[src/rtl/uart_pkg.sv]
// Shared types and constants for the UART packet parser.
// Holds the FSM state encoding and the default framing constants.
package uart_pkg;

    typedef enum logic [1:0] {
        IDLE        = 2'd0,
        GET_LEN     = 2'd1,
        GET_PAYLOAD = 2'd2,
        GET_CHK     = 2'd3
    } state_e;

    localparam logic [7:0] SOF_BYTE_DEF = 8'hA5;
    localparam int         BUF_DEPTH    = 8;
    localparam int         IDX_W        = $clog2(BUF_DEPTH);

    function automatic logic len_in_range(
        input logic [7:0] len,
        input logic [7:0] max_len
    );
        return (len != 8'd0) && (len <= max_len);
    endfunction

endpackage

[src/rtl/uart_packet_parser_if.sv]
// Byte-stream input and packet/error output bundle of the parser.
// The parser takes the slave side; the UART/decoder side is master.
interface uart_packet_parser_if;

    logic        rx_data_ready;
    logic [7:0]  rx_data;
    logic        pkt_valid;
    logic [3:0]  pkt_len;
    logic [63:0] pkt_data;
    logic        len_err;
    logic        chk_err;
    logic        to_err;

    modport master (
        output rx_data_ready,
        output rx_data,
        input  pkt_valid,
        input  pkt_len,
        input  pkt_data,
        input  len_err,
        input  chk_err,
        input  to_err
    );

    modport slave (
        input  rx_data_ready,
        input  rx_data,
        output pkt_valid,
        output pkt_len,
        output pkt_data,
        output len_err,
        output chk_err,
        output to_err
    );

endinterface

[src/rtl/uart_timeout_timer.sv]
// Inter-byte watchdog: counts idle cycles while enabled.
// expired is high while enabled and the count sits at its last value.
module uart_timeout_timer #(
    parameter int TIMEOUT_CYCLES = 20000,
    localparam int W = $clog2(TIMEOUT_CYCLES)
) (
    input  logic clk,
    input  logic rst,
    input  logic clr,
    input  logic en,
    output logic expired
);

    localparam logic [W-1:0] LAST = W'(TIMEOUT_CYCLES - 1);

    logic [W-1:0] cnt_q;
    logic [W-1:0] cnt_d;

    always_comb begin
        cnt_d = cnt_q;
        if (clr) begin
            cnt_d = '0;
        end else if (en && (cnt_q != LAST)) begin
            cnt_d = cnt_q + 1'b1;
        end
    end

    always_ff @(posedge clk) begin
        if (rst) begin
            cnt_q <= '0;
        end else begin
            cnt_q <= cnt_d;
        end
    end

    assign expired = en && (cnt_q == LAST);

endmodule

[src/rtl/uart_packet_parser.sv]
// Frames SOF,LEN,PAYLOAD[LEN],CHK packets from the UART byte stream.
// Good packets come out as one parallel word; bad ones pulse an error.
module uart_packet_parser
    import uart_pkg::*;
#(
    parameter logic [7:0] SOF_BYTE       = SOF_BYTE_DEF,
    parameter int         MAX_LEN        = 8,
    parameter int         TIMEOUT_CYCLES = 20000
) (
    input  logic                 clk,
    input  logic                 rst,
    uart_packet_parser_if.slave  bus
);

    localparam logic [7:0] MAX_LEN_B = 8'(MAX_LEN);

    state_e state_q;
    state_e state_d;

    logic [BUF_DEPTH-1:0][7:0] buf_q;
    logic [BUF_DEPTH-1:0][7:0] buf_d;
    logic [3:0]                idx_q;
    logic [3:0]                idx_d;
    logic [3:0]                len_q;
    logic [3:0]                len_d;
    logic [7:0]                sum_q;
    logic [7:0]                sum_d;

    logic                      pkt_valid_q;
    logic                      pkt_valid_d;
    logic [3:0]                pkt_len_q;
    logic [3:0]                pkt_len_d;
    logic [63:0]               pkt_data_q;
    logic [63:0]               pkt_data_d;
    logic                      len_err_q;
    logic                      len_err_d;
    logic                      chk_err_q;
    logic                      chk_err_d;
    logic                      to_err_q;
    logic                      to_err_d;

    logic                      byte_v;
    logic [7:0]                rx;
    logic                      len_ok;
    logic                      expired;
    logic                      timeout;
    logic                      tmr_clr;
    logic                      tmr_en;

    assign byte_v  = bus.rx_data_ready;
    assign rx      = bus.rx_data;
    assign len_ok  = len_in_range(rx, MAX_LEN_B);
    // A byte arriving in the expiry cycle wins over the timeout.
    assign timeout = expired && !byte_v;
    assign tmr_en  = (state_q != IDLE);
    assign tmr_clr = byte_v || (state_d == IDLE);

    uart_timeout_timer #(
        .TIMEOUT_CYCLES (TIMEOUT_CYCLES)
    ) u_timer (
        .clk     (clk),
        .rst     (rst),
        .clr     (tmr_clr),
        .en      (tmr_en),
        .expired (expired)
    );

    always_ff @(posedge clk) begin
        if (rst) begin
            state_q <= IDLE;
        end else begin
            state_q <= state_d;
        end
    end

    always_comb begin
        state_d = state_q;
        if (timeout) begin
            state_d = IDLE;
        end else if (byte_v) begin
            unique case (state_q)
                IDLE: begin
                    if (rx == SOF_BYTE) state_d = GET_LEN;
                end
                GET_LEN: begin
                    state_d = len_ok ? GET_PAYLOAD : IDLE;
                end
                GET_PAYLOAD: begin
                    if (idx_q == len_q - 4'd1) state_d = GET_CHK;
                end
                GET_CHK: begin
                    state_d = IDLE;
                end
                default: state_d = IDLE;
            endcase
        end
    end

    always_comb begin
        buf_d       = buf_q;
        idx_d       = idx_q;
        len_d       = len_q;
        sum_d       = sum_q;
        pkt_valid_d = 1'b0;
        pkt_len_d   = pkt_len_q;
        pkt_data_d  = pkt_data_q;
        len_err_d   = 1'b0;
        chk_err_d   = 1'b0;
        to_err_d    = timeout;
        if (byte_v) begin
            unique case (state_q)
                IDLE: begin
                    if (rx == SOF_BYTE) begin
                        buf_d = '0;
                        idx_d = '0;
                        sum_d = '0;
                    end
                end
                GET_LEN: begin
                    if (len_ok) begin
                        len_d = rx[3:0];
                        sum_d = rx;
                    end else begin
                        len_err_d = 1'b1;
                    end
                end
                GET_PAYLOAD: begin
                    buf_d[idx_q[IDX_W-1:0]] = rx;
                    idx_d = idx_q + 4'd1;
                    sum_d = sum_q + rx;
                end
                GET_CHK: begin
                    if (rx == sum_q) begin
                        pkt_valid_d = 1'b1;
                        pkt_len_d   = len_q;
                        pkt_data_d  = buf_q;
                    end else begin
                        chk_err_d = 1'b1;
                    end
                end
                default: ;
            endcase
        end
    end

    always_ff @(posedge clk) begin
        if (rst) begin
            buf_q       <= '0;
            idx_q       <= '0;
            len_q       <= '0;
            sum_q       <= '0;
            pkt_valid_q <= 1'b0;
            pkt_len_q   <= '0;
            pkt_data_q  <= '0;
            len_err_q   <= 1'b0;
            chk_err_q   <= 1'b0;
            to_err_q    <= 1'b0;
        end else begin
            buf_q       <= buf_d;
            idx_q       <= idx_d;
            len_q       <= len_d;
            sum_q       <= sum_d;
            pkt_valid_q <= pkt_valid_d;
            pkt_len_q   <= pkt_len_d;
            pkt_data_q  <= pkt_data_d;
            len_err_q   <= len_err_d;
            chk_err_q   <= chk_err_d;
            to_err_q    <= to_err_d;
        end
    end

    assign bus.pkt_valid = pkt_valid_q;
    assign bus.pkt_len   = pkt_len_q;
    assign bus.pkt_data  = pkt_data_q;
    assign bus.len_err   = len_err_q;
    assign bus.chk_err   = chk_err_q;
    assign bus.to_err    = to_err_q;

endmodule

[src/flat_wrapper.sv]
// flat-port wrapper written by rule: the top's interface ports become plain ports
module uart_packet_parser_flat import uart_pkg::*;
#(
    parameter logic [7:0] SOF_BYTE       = SOF_BYTE_DEF,
    parameter int         MAX_LEN        = 8,
    parameter int         TIMEOUT_CYCLES = 20000
)
  (clk, rst, bus_rx_data_ready, bus_rx_data, bus_pkt_valid, bus_pkt_len, bus_pkt_data, bus_len_err, bus_chk_err, bus_to_err);
  uart_packet_parser_if bus_i ();
  input  logic clk;
  input  logic rst;
  input wire logic [$bits(bus_i.rx_data_ready)-1:0] bus_rx_data_ready;
  input wire logic [$bits(bus_i.rx_data)-1:0] bus_rx_data;
  output wire logic [$bits(bus_i.pkt_valid)-1:0] bus_pkt_valid;
  output wire logic [$bits(bus_i.pkt_len)-1:0] bus_pkt_len;
  output wire logic [$bits(bus_i.pkt_data)-1:0] bus_pkt_data;
  output wire logic [$bits(bus_i.len_err)-1:0] bus_len_err;
  output wire logic [$bits(bus_i.chk_err)-1:0] bus_chk_err;
  output wire logic [$bits(bus_i.to_err)-1:0] bus_to_err;
  assign bus_i.rx_data_ready = bus_rx_data_ready;
  assign bus_i.rx_data = bus_rx_data;
  assign bus_pkt_valid = bus_i.pkt_valid;
  assign bus_pkt_len = bus_i.pkt_len;
  assign bus_pkt_data = bus_i.pkt_data;
  assign bus_len_err = bus_i.len_err;
  assign bus_chk_err = bus_i.chk_err;
  assign bus_to_err = bus_i.to_err;
  uart_packet_parser #(.SOF_BYTE(SOF_BYTE), .MAX_LEN(MAX_LEN), .TIMEOUT_CYCLES(TIMEOUT_CYCLES)) u_core (.clk(clk), .rst(rst), .bus(bus_i));
endmodule
[config.mk]
export PLATFORM = sky130hd
export DESIGN_NAME = uart_packet_parser_flat
export DESIGN_NICKNAME = d
export VERILOG_FILES = /design/src/rtl/uart_pkg.sv /design/src/rtl/uart_packet_parser_if.sv /design/src/rtl/uart_timeout_timer.sv /design/src/rtl/uart_packet_parser.sv /design/src/flat_wrapper.sv
export SDC_FILE = /design/constraint.sdc
export NUM_CORES = 1
export LEC_CHECK = 0
export ABC_AREA = 1
export ABC_CLOCK_PERIOD_IN_PS = 2700
export CORE_UTILIZATION = 55
export DETAILED_ROUTE_END_ITERATION = 8
export DONT_BUFFER_PORTS = 1
export GPL_TIMING_DRIVEN = 0
export PLACE_DENSITY_LB_ADDON = 0.2
export SLEW_MARGIN = 0
export SYNTH_ARGS = -nofsm -noshare
export SYNTH_HDL_FRONTEND = slang
export SYNTH_HIERARCHICAL = 1
export SYNTH_SLANG_ARGS = --single-unit
[constraint.sdc]
create_clock -name clk -period 2.7 [get_ports clk]
set_input_delay 0.675 -clock clk [delete_from_list [all_inputs] [get_ports clk]]
set_output_delay 0.675 -clock clk [all_outputs]
set_load 0.1 [all_outputs]
==> flow_metrics.env, run 1 <==
export IMPL_hold_ws_ns=0.419
export IMPL_vias=6734
export IMPL_fp_dieH_um=120
export IMPL_ctsHoldBuffers=0
export IMPL_vdd_drop_max_uv=490
export IMPL_synth_compound_area_share_pct=8.10
export IMPL_finalHoldViolations=0
export IMPL_critPathLaunchType="register"
export IMPL_period_share_pct=91.5
export IMPL_drt_initial_drc_count=483
export IMPL_grt_pass1_vias=6262
export IMPL_initial_core_util_pct=57.3
export IMPL_cts_setup_buffers=0
export IMPL_synth_most_common_cell="nand2_1"
export IMPL_clkTransAtPathRegs_ns=0.06
export IMPL_wl_per_cell_um=13.3
export IMPL_cp_slowest_cell="dfxtp_1"
export IMPL_path_delay_family="buffers and inverters"
export IMPL_post_route_util_pct=63.6
export IMPL_end_kind="register"
export IMPL_leakage_nw=3.95
export IMPL_io_pins=83
export IMPL_netlist_cell_type_count=31
export IMPL_area_growth_pct=11.1
export IMPL_nets=1195
export IMPL_dpl_instance_area_sq_um=7930
export IMPL_worst_pin_slew_ns=1.00
export IMPL_worst_setup_path_type="reg2reg"
export IMPL_setup_viol_count_final=0
export IMPL_synthMuxAreaShare_pct=0
export IMPL_cts_resized_gates=0
export IMPL_fmax_ghz=0.405
export IMPL_ys_top_cells_by_count="nand2_1 (406), nor2_1 (196), dfxtp_1 (169), inv_1 (138), a21oi_1 (93)"
export IMPL_r2r_end="u_core/u_timer/cnt_q[11]"
export IMPL_globalplace_congestion=0.922
export IMPL_dp_hpwl_um=12300
export IMPL_drive_gt1_share_pct=6.19
export IMPL_postSynth_asyncResetShare_pct=0
export IMPL_grt_max_degree=17
export IMPL_cp_required_ns=3.00
export IMPL_slew_headroom_pct=33.1
export IMPL_cp_buffers_inverters=4
export IMPL_cpPeakStageDelay_ns=0.45
export IMPL_synth_xor_area_share_pct=1.48
export IMPL_status="finished, final reports clean"
export IMPL_holdPathStages=2
export IMPL_cp_max_fo=12
export IMPL_reg2regPathDepth=12
export IMPL_coreArea_sq_um=13500
export IMPL_die_area_sq_um=14500
export IMPL_ys_dominant_reg_cell="dfxtp_1"
export IMPL_synth_fa_ha_area_share_pct=2.70
export IMPL_track_usage_pct=26.2
export IMPL_slew_viol_final=0
export IMPL_cts_root_buf="clkbuf_16"
export IMPL_hp_start="bus_rx_data[3]"
export IMPL_cts_tree="built"
export IMPL_drc=0
export IMPL_dr_pass1_iters=5
export IMPL_synth_top_cell_area_share_pct=43.9
export IMPL_synthTopCellsByArea="dfxtp_1 (44%), nand2_1 (20%), nor2_1 (9.5%), inv_1 (6.7%), a21oi_1 (6.0%)"
export IMPL_synthCells=1151
export IMPL_synth_seq_cells=169
export IMPL_antenna_found_initial=0
export IMPL_ys_seq_area_share_pct=43.9
export IMPL_crit_top_cell="inv_1"
export IMPL_wirelength_um=18100
export IMPL_p_per_area_nw_per_um2=610
export IMPL_regToRegSetupSlack_ns=0.23
export IMPL_synth_simple_gate_area_share_pct=33.8
export IMPL_period_minus_slack_ns=2.47
export IMPL_min_delay_worst_endpoint="u_core/len_q[3]"
export IMPL_skew_ns=0.00740
export IMPL_synth_nets=1178
export IMPL_cts_buffers=17
export IMPL_syn_avg_cell_area_sq_um=6.70
export IMPL_fin_area_sq_um=8560
export IMPL_maxCapViolations=0
export IMPL_rsz0062_at_grt="false"
export IMPL_arrival_ns=2.77
export IMPL_yosysWarnings=6
export IMPL_final_antenna_net_count=0
export IMPL_crit_chain="inv_1 > ha_1 > inv_1 > inv_1 > nor2_1 > o31ai_1 > a21oi_1 > nand2_1 > nand2_1 > nor2_1 > inv_1 > nor2_1"
export IMPL_via_per_inst=4.97
export IMPL_synth_area_sq_um=7710
export IMPL_clkSinkCount=169
export IMPL_grt_pass1_wl_um=29900
export IMPL_cts_buffer_depth=2
export IMPL_holdCritPathClass="in2reg"
export IMPL_die_width_um=120
export IMPL_htreeDepth=4
export IMPL_gr_total_overflow=0
export IMPL_yosys_area_top_type="dfxtp_1"
export IMPL_portBuffers=0
export IMPL_antenna_cells=0
export IMPL_rr_startpoint="u_core/state_q[1]"
export IMPL_synth_top_family_by_area="simple AND/OR/NAND/NOR gates"
export IMPL_num_rows=42
export IMPL_synth_edff_count=0
export IMPL_insertion_delay_ns=0.43
==> state kept, by name, indices dropped and copies added (netlist names) <==
| register | flops |
|---|---|
| u_core/bus.pkt_valid | 1 |
| u_core/bus.pkt_len | 4 |
| u_core/bus.pkt_data | 64 |
| u_core/bus.len_err | 1 |
| u_core/sum_q | 8 |
| u_core/buf_q | 64 |
| u_core/bus.to_err | 1 |
| u_core/idx_q | 4 |
| u_core/state_q | 2 |
| u_core/len_q | 4 |
| u_core/u_timer/cnt_q | 15 |
| u_core/bus.chk_err | 1 |
==> where the power goes <==
| group | leakage [nW] | switching [mW] | total (mW) | internal [mW] |
|---|---|---|---|---|
| Combinational | 2.27 | 0.0732 | 0.0925 | 0.0193 |
| Sequential | 1.36 | 0.000333 | 2.49 | 2.49 |
| Clock | 0.312 | 0.938 | 2.64 | 1.70 |
==> cell usage in the layout (no fill, tap or decap), types with 6 or more instances in the layout <==
| master | Yosys | final |
|---|---|---|
| dfxtp_1 | 169 | 169 |
| nand4_1 | 10 | 10 |
| nand2_1 | 406 | 406 |
| nor2_1 | 196 | 196 |
| clkbuf_16 | 0 | 17 |
| a21oi_1 | 93 | 93 |
| buf_6 | 9 | 9 |
| xor2_1 | 6 | 6 |
| nor2_4 | 8 | 8 |
| ha_1 | 15 | 15 |
| o21ai_0 | 13 | 13 |
| o21ai_2 | 6 | 6 |
| clkbuf_1 | 20 | 21 |
| buf_2 | 11 | 11 |
| nand3_1 | 24 | 24 |
| xnor2_1 | 7 | 7 |
| inv_1 | 138 | 138 |
==> per-stage QoR <==
step | worst slack, ns | instances | total power, mW | TNS, ns
4_1_cts | 0.0961 | 1356 | 5.27 | 0
5_1_grt | 0.0232 | 1355 | 5.39 | 0
3_3_place_gp | -0.0256 | 1327 | 2.64 | -0.137
6_report | 0.230 | 1355 | 5.23 | 0
3_5_place_dp | -0.0578 | 1327 | 2.64 | -0.391
2_1_floorplan | 0.478 | 1151 | 2.61 | 0
==> final cells by class <==
type                    instances  area (sq um)
fillers                      1300          4890
multi-input cells             798          3550
flip-flops and latches        169          3380
inverters                     142           533
clock buffers                  22           474
plain buffers                  40           235
well taps                     176           220
clock inverters                 8           168
==> worst max-delay path by stage <==
stage	slack, ns	start	end	cells after the start
floorplan	0.48	bus_rx_data[4]	u_core/u_timer/cnt_q[12]	15
global placement	-0.03	u_core/state_q[0]	u_core/u_timer/cnt_q[9]	14
detailed placement	-0.06	u_core/state_q[0]	u_core/u_timer/cnt_q[11]	14
CTS	0.1	u_core/state_q[1]	u_core/u_timer/cnt_q[11]	13
global route	0.02	u_core/state_q[0]	u_core/u_timer/cnt_q[2]	12
finish	0.23	u_core/state_q[1]	u_core/u_timer/cnt_q[11]	12
==> logic make-up after synthesis <==
| group | Yosys count |
|---|---|
| flip-flops | 169 |
| buffers and inverters | 184 |
| AO/OA/AOI/OAI | 117 |
| AND/OR/NAND/NOR | 652 |
| adder cells (fa/ha/maj) | 16 |
| XOR/XNOR | 13 |
==> layer usage <==
metal / vias up / GRT usage [%] / wire length (um)
met4: 0 / 10.3 / 444
met3: 31 / 6.93 / 1220
met2: 179 / 41.4 / 8110
met1: 3011 / 33.9 / 8310
li1: 3513 / - / -
met5: - / 0 / 0
(Power assumes the default switching activity.)
==> inputs of run 2 (changes only) <==
HOLD_SLACK_MARGIN = 0.02   (was unset)
==> results of run 2 <==
No change in the layout: final DEF, timing and power equal those of run 1.
